<file path="src/rtl/sync_fifo.sv">
// Single-clock FIFO with registered read data, occupancy count and
// almost-full/almost-empty thresholds. Define SYNC_FIFO_ERR_FLAGS_EN to add sticky overflow/underflow.
module sync_fifo #(
   parameter int DATA_SIZE  = 8,
   parameter int ADDR_SIZE  = 4,
   parameter int AFULL_LVL  = 12,
   parameter int AEMPTY_LVL = 4
) (
   input  logic                 clk,
   input  logic                 rst,
   input  logic                 wr_inc,
   input  logic [DATA_SIZE-1:0] wr_data,
   output logic                 wr_full,
   input  logic                 rd_inc,
   output logic [DATA_SIZE-1:0] rd_data,
   output logic                 rd_valid,
   output logic                 rd_empty,
   output logic                 almost_full,
   output logic                 almost_empty,
   output logic [ADDR_SIZE:0]   count
`ifdef SYNC_FIFO_ERR_FLAGS_EN
   ,
   output logic                 overflow,
   output logic                 underflow
`endif
);

   localparam int DEPTH = 1 << ADDR_SIZE;
   localparam logic [ADDR_SIZE:0] DEPTH_C  = DEPTH[ADDR_SIZE:0];
   localparam logic [ADDR_SIZE:0] AFULL_C  = AFULL_LVL[ADDR_SIZE:0];
   localparam logic [ADDR_SIZE:0] AEMPTY_C = AEMPTY_LVL[ADDR_SIZE:0];

   generate
      if (AEMPTY_LVL < 0 || AEMPTY_LVL >= AFULL_LVL || AFULL_LVL > DEPTH) begin : g_bad_lvl
         $error("sync_fifo: thresholds must satisfy 0 <= AEMPTY_LVL < AFULL_LVL <= DEPTH");
      end
   endgenerate

   logic [DATA_SIZE-1:0] mem [DEPTH];
   logic [ADDR_SIZE:0]   wr_ptr;
   logic [ADDR_SIZE:0]   rd_ptr;
   logic                 wr_acc;
   logic                 rd_acc;

   // The extra pointer MSB makes the difference an exact occupancy, 0..DEPTH.
   assign count        = wr_ptr - rd_ptr;
   assign wr_full      = (count == DEPTH_C);
   assign rd_empty     = (count == '0);
   assign almost_full  = (count >= AFULL_C);
   assign almost_empty = (count <= AEMPTY_C);

   assign wr_acc = wr_inc && !wr_full;
   assign rd_acc = rd_inc && !rd_empty;

   always_ff @(posedge clk) begin
      if (!rst && wr_acc)
         mem[wr_ptr[ADDR_SIZE-1:0]] <= wr_data;
   end

   always_ff @(posedge clk) begin
      if (rst) begin
         wr_ptr   <= '0;
         rd_ptr   <= '0;
         rd_data  <= '0;
         rd_valid <= 1'b0;
      end else begin
         if (wr_acc)
            wr_ptr <= wr_ptr + 1'b1;
         if (rd_acc) begin
            rd_ptr  <= rd_ptr + 1'b1;
            rd_data <= mem[rd_ptr[ADDR_SIZE-1:0]];
         end
         rd_valid <= rd_acc;
      end
   end

`ifdef SYNC_FIFO_ERR_FLAGS_EN
   // A write against a full FIFO is only an error if no read frees a slot.
   always_ff @(posedge clk) begin
      if (rst) begin
         overflow  <= 1'b0;
         underflow <= 1'b0;
      end else begin
         if (wr_inc && wr_full && !rd_acc)
            overflow <= 1'b1;
         if (rd_inc && rd_empty)
            underflow <= 1'b1;
      end
   end
`endif

endmodule

</file>
<file path="config.mk">
export PLATFORM = sky130hd
export DESIGN_NAME = sync_fifo
export DESIGN_NICKNAME = d
export VERILOG_FILES = /design/src/rtl/sync_fifo.sv
export SDC_FILE = /design/constraint.sdc
export NUM_CORES = 1
export LEC_CHECK = 0
export CORE_AREA = 2 2 120 122
export CTS_CLUSTER_DIAMETER = 30
export DETAILED_ROUTE_END_ITERATION = 12
export DIE_AREA = 0 0 122 124
export PLACE_DENSITY = 0.6
export SETUP_SLACK_MARGIN = 0.4
export SYNTH_ARGS = -nofsm -noshare
export SYNTH_HDL_FRONTEND = slang
export SYNTH_SLANG_ARGS = --single-unit
</file>
<file path="constraint.sdc">
create_clock -name clk -period 10 [get_ports clk]
set_clock_uncertainty 0.05 [all_clocks]
set_input_delay 1 -clock clk [delete_from_list [all_inputs] [get_ports clk]]
set_output_delay 1 -clock clk [all_outputs]
set_load 0.02 [all_outputs]
</file>
After elaboration in Yosys (flattened, before gate mapping)
Memory sizes are Yosys's and may differ from the RTL's. A register that Yosys moved wholly into a read port is not among the register bits.
Index checks and enable logic that the tools add are counted.

word-level totals
  register bits = 11
  memory bits (writable) = 128
  bits of input ports = 12
  output and inout bits = 18
  word-level logic and storage cells = 19
  memories = 1

memories
  memory  depth  bits a word  read ports  clocked after Yosys merged registers in  wr ports  RTL line  RTL
  mem     16     8            1           1                                        1         39        logic [DATA_SIZE-1:0] mem [DEPTH];

cells by class
  $add $sub $neg = 3
  order comparisons = 2
  equality and inequality tests = 1
  multiplexer cells = 2
  reductions and logical operators = 7

operator list
  kind                                                 number
  adder 5 x 1 -> 5 bit, second input constant          2
  equality test 5 bit, second input constant           1
  >= comparator 5 x 4 -> 1 bit, second input constant  1
  <= comparator 5 x 3 -> 1 bit, second input constant  1
  logical NOT 5 bit                                    1
  subtractor 5 bit                                     1
  logical AND 1 bit                                    3
  logical NOT 1 bit                                    3
  2-to-1 mux 1 bit                                     2

Logic depth before layout (Yosys ltp)
  depth after elaboration = 7
  depth in mapped cells = 11
  gate-level depth less buffers = 9

Worst setup path before layout
No wires, ideal clock.

  path type = reg2out
  from = register wr_ptr[0]
  to = output port almost_empty
  arrival = 2585 ps
  required time = 8950 ps
  setup slack = 6365 ps
  cell stages (with the launch flop) = 11
  path buffers = 2
  path through = dfxtp_1 -> inv_1 -> ha_1 -> fa_1 -> nand2b_1 -> a21oi_2 -> xor2_2 -> inv_2 -> buf_6 -> buf_2 -> nor3_1

between the ends
  word-level cells in the longest chain between the ends = 2

ends and longest elaborated chain
  element                       RTL line  RTL
  start: declaration            40        logic [ADDR_SIZE:0] wr_ptr;
  start signal: assignment      68        wr_ptr <= wr_ptr + 1'b1;
  subtractor 5 bit              46        assign count = wr_ptr - rd_ptr;
  named net count[4]            20        output logic [ADDR_SIZE:0] count
  <= comparator 5 x 3 -> 1 bit  50        assign almost_empty = (count <= AEMPTY_C);
  end: declaration              19        output logic almost_empty,

The timed path passes the listed nets, and every way through them passes these cells.

Worst setup path after layout
  from = register rd_ptr[2]
  to = output port wr_full

between the ends
  word-level cells in the longest chain between the ends = 2

ends and longest elaborated chain
  element                   RTL line  RTL
  start: declaration        41        logic [ADDR_SIZE:0] rd_ptr;
  start signal: assignment  70        rd_ptr <= rd_ptr + 1'b1;
  subtractor 5 bit          46
  equality test 5 bit       47        assign wr_full = (count == DEPTH_C);
  end: declaration          13        output logic wr_full,

Every way passes these cells.

==> summary.txt <==
STA
  – Fin. Hold Viols: 0
  – Rel. slew slack: 0.157
  – Setup ws final: 5.17 ns
  – Setup Viol. Count Final: 0
  – Share of the clock period used by the worst path: 0.483
  – Max Slew Vio Count: 0
  – Fmax: 207 MHz
  – Setup TNS: 0 ns
  – Final min period: 4.83 ns
  – RSZ-0062 raised after global routing: false
  – Measured slew at the worst slew-check pin: 1.25 ns

GRT
  – First-pass GRT wire length: 19.5 mm
  – Initial antenna violation count: 0
  – Largest net degree at the start of global routing: 43
  – Overflow after GRT: 0
  – Total Routing Usage GR: 0.183
  – Vias in the first global route: 3437

Setup path
  – Critical path endpoint category: primary output
  – Slowest CP cell: dfxtp_1
  – Critical path's largest stage delay: 0.95 ns
  – Crit path DAT: 3.78 ns
  – Setup slack, reg-to-reg: 5.43 ns
  – Worst Setup Start Kind: flop
  – R2R depth: 8
  – Crit Path Category: reg2out
  – Crit Path Max Fanout: 21
  – WP data required: 8.95 ns
  – Worst R2R Start: rd_ptr[2]$_SDFFE_PP0P_
  – FF-to-FF End: mem[15][0]$_DFFE_PP_
  – Crit-path cells: inv_1, ha_1, a21oi_1, a21boi_0, o21ai_1, nor2_1, clkdlybuf4s50_1

Floorplanning
  – Die Wd: 122 µm
  – IO Count: 30
  – Die height: 124 µm
  – Total core area: 13700 µm²
  – Die Footprint: 15100 µm²
  – Starting Density: 0.449
  – Rows: 43

Yosys
  – Count of cell types in the netlist: 39
  – EDFF count, synth: 128
  – Primary FF master, synth: edfxtp_1
  – Synth Net Count: 391
  – Synth area leaders: edfxtp_1 62%, mux4_2 12%, dfxtp_1 6.2%
  – Post-synth ARST share: 0
  – YS warnings: 0
  – Post-Synthesis Cells: 369
  – Sequential-to-total area share from yosys stat: 0.686
  – Syn avg cell area: 16.7 µm²
  – Synthesized flop and latch total: 147
  – Mapped Area: 6150 µm²
  – Area leader, netlist: edfxtp_1
  – Synth top area share: 0.625

Job
  – Max-Cap Viols: 0

Finish
  – Area delta synth->final: 18.7%
  – Filler cell count in the final layout: 1086
  – Fin nets: 423
  – Most frequent cells in the layout: 128 x edfxtp_1, 32 x mux4_2, 29 x clkdlybuf4s50_1, 24 x nor2_1
  – Layout cells sized above 1: 0.215
  – N_diodes: 0
  – Layout Cells excl Fill: 594
  – Most common cell after layout, fill and taps aside: edfxtp_1

Pwr
  – Power per cell area: 280 nW/µm²
  – Leakage: 2.33 nW
  – Worst IR Drop VDD: 0.123 mV

CTS
  – Post_cts resized: 0
  – H-Tree Depth: 4
  – CTS tree: built
  – Clk sink count: 147
  – Clk_lat worst skew: 0.42 ns
  – Buffers inserted by post-CTS timing repair: 0
  – Inserted Clock Buffers: 17
  – Clock buffer depth: 2
  – Worst-path clk slew: 0.06 ns
  – Clock Tree Root: clkbuf_16
  – Hold buffers post-CTS: 0

Worst hold path
  – Hold Crit Start: rd_data[4]$_SDFFE_PP0P_
  – Hold Path Sink: rd_data[4]$_SDFFE_PP0P_
  – Min-Delay Path Depth: 2
  – Min-delay worst type: reg2reg

Place
  – Placed wire-length estimate: 8.19 mm
  – Pre-CTS setup slack: 5.38 ns
  – Gpl congestion: 0.813
  – Inst Count DP: 561
  – Port Buffers: 29

Drt
  – Pre-antenna DRT Iters: 4
  – Routed Antenna Nets: 0
  – Initial DRC Count: 285
  – Average wire per standard cell: 21.7 µm
  – Routed WL: 12.9 mm
  – Via-to-Cell Ratio: 5.63
  – Vias: 3344
  – # DRC: 0

Run status
  – Status: finished, final reports clean
==> worst max-delay path: cells and delay by family, from the launching register on <==
family,cells,cell delay (ns)
buffers and inverters,2,0.73
adder cells (fa/ha/maj),1,0.38
AO/OA/AOI/OAI,3,1.21
flip-flops,1,0.95
AND/OR/NAND/NOR,1,0.09
==> synth_stat cells, drive strengths merged, types with 9 or more instances <==
master / instances
inv: 19
edfxtp: 128
o22ai: 16
nand2b: 11
dfxtp: 19
mux4: 32
ha: 9
buf: 12
nor2: 24
clkbuf: 11
==> final cells by class <==
type                    instances  area, µm²  share of cell area
clock buffers                  18        429              0.0588
clock inverters                14        191              0.0262
well taps                     180        225              0.0308
repair buffers                 36        343              0.0469
flip-flops and latches        147       4230               0.579
multi-input cells             180       1820               0.249
inverters                      19       71.3             0.00977
==> cells by family (layout without fill, tap and decap cells) <==
| kind of cell | count (synthesis) | in the layout | share of synthesized area |
|---|---|---|---|
| adder cells (fa/ha/maj) | 10 | 10 | 0.0216 |
| buffers and inverters | 42 | 87 | 0.0283 |
| XOR/XNOR | 3 | 3 | 0.00549 |
| multiplexers | 42 | 42 | 0.135 |
| AO/OA/AOI/OAI | 48 | 48 | 0.0535 |
| flip-flops | 147 | 147 | 0.686 |
| AND/OR/NAND/NOR | 77 | 77 | 0.0697 |
==> power by group <==
part           switching (mW)  internal [mW]  leakage, nW
combinational           0.377          0.279        0.715
clock                   0.232          0.436        0.301
sequential             0.0182          0.704         1.31
total                   0.627           1.42         2.33
==> routing by layer <==
metal  vias up  wire (µm)  global-route usage
met2        79       6270               0.293
met4         0        295              0.0848
met3        17        566              0.0394
met1      1707       5750               0.243
li1       1541          -                   -
met5         -          0                   0
==> stage by stage <==
stage	hold slack, ns	cell area (µm²)	utilization	total power [mW]
3_5_place_dp	0.473	6680	0.487	1.39
6_report	0.476	7300	0.532	2.05
3_3_place_gp	0.456	6680	0.487	1.39
5_1_grt	0.510	7300	0.532	2.14
2_1_floorplan	0.460	6150	-	1.17
4_1_cts	0.482	7300	0.532	2.06
==> worst max path at each step <==
stage / startpoint / endpoint
final: rd_ptr[2]$_SDFFE_PP0P_ / wr_full
after global routing: rd_ptr[2]$_SDFFE_PP0P_ / rd_empty
after detailed placement: rd_ptr[2]$_SDFFE_PP0P_ / mem[15][7]$_DFFE_PP_
after global placement: rd_ptr[2]$_SDFFE_PP0P_ / mem[14][7]$_DFFE_PP_
after CTS: rd_ptr[2]$_SDFFE_PP0P_ / wr_full
after floorplan: wr_ptr[0]$_SDFFE_PP0P_ / almost_empty
==> registers in the layout (all words and copies together), names as in the netlist <==
register  count
rd_ptr        5
mem         128
wr_ptr        5
rd_data       8
rd_valid      1
Power figures use the tool's default switching activity.
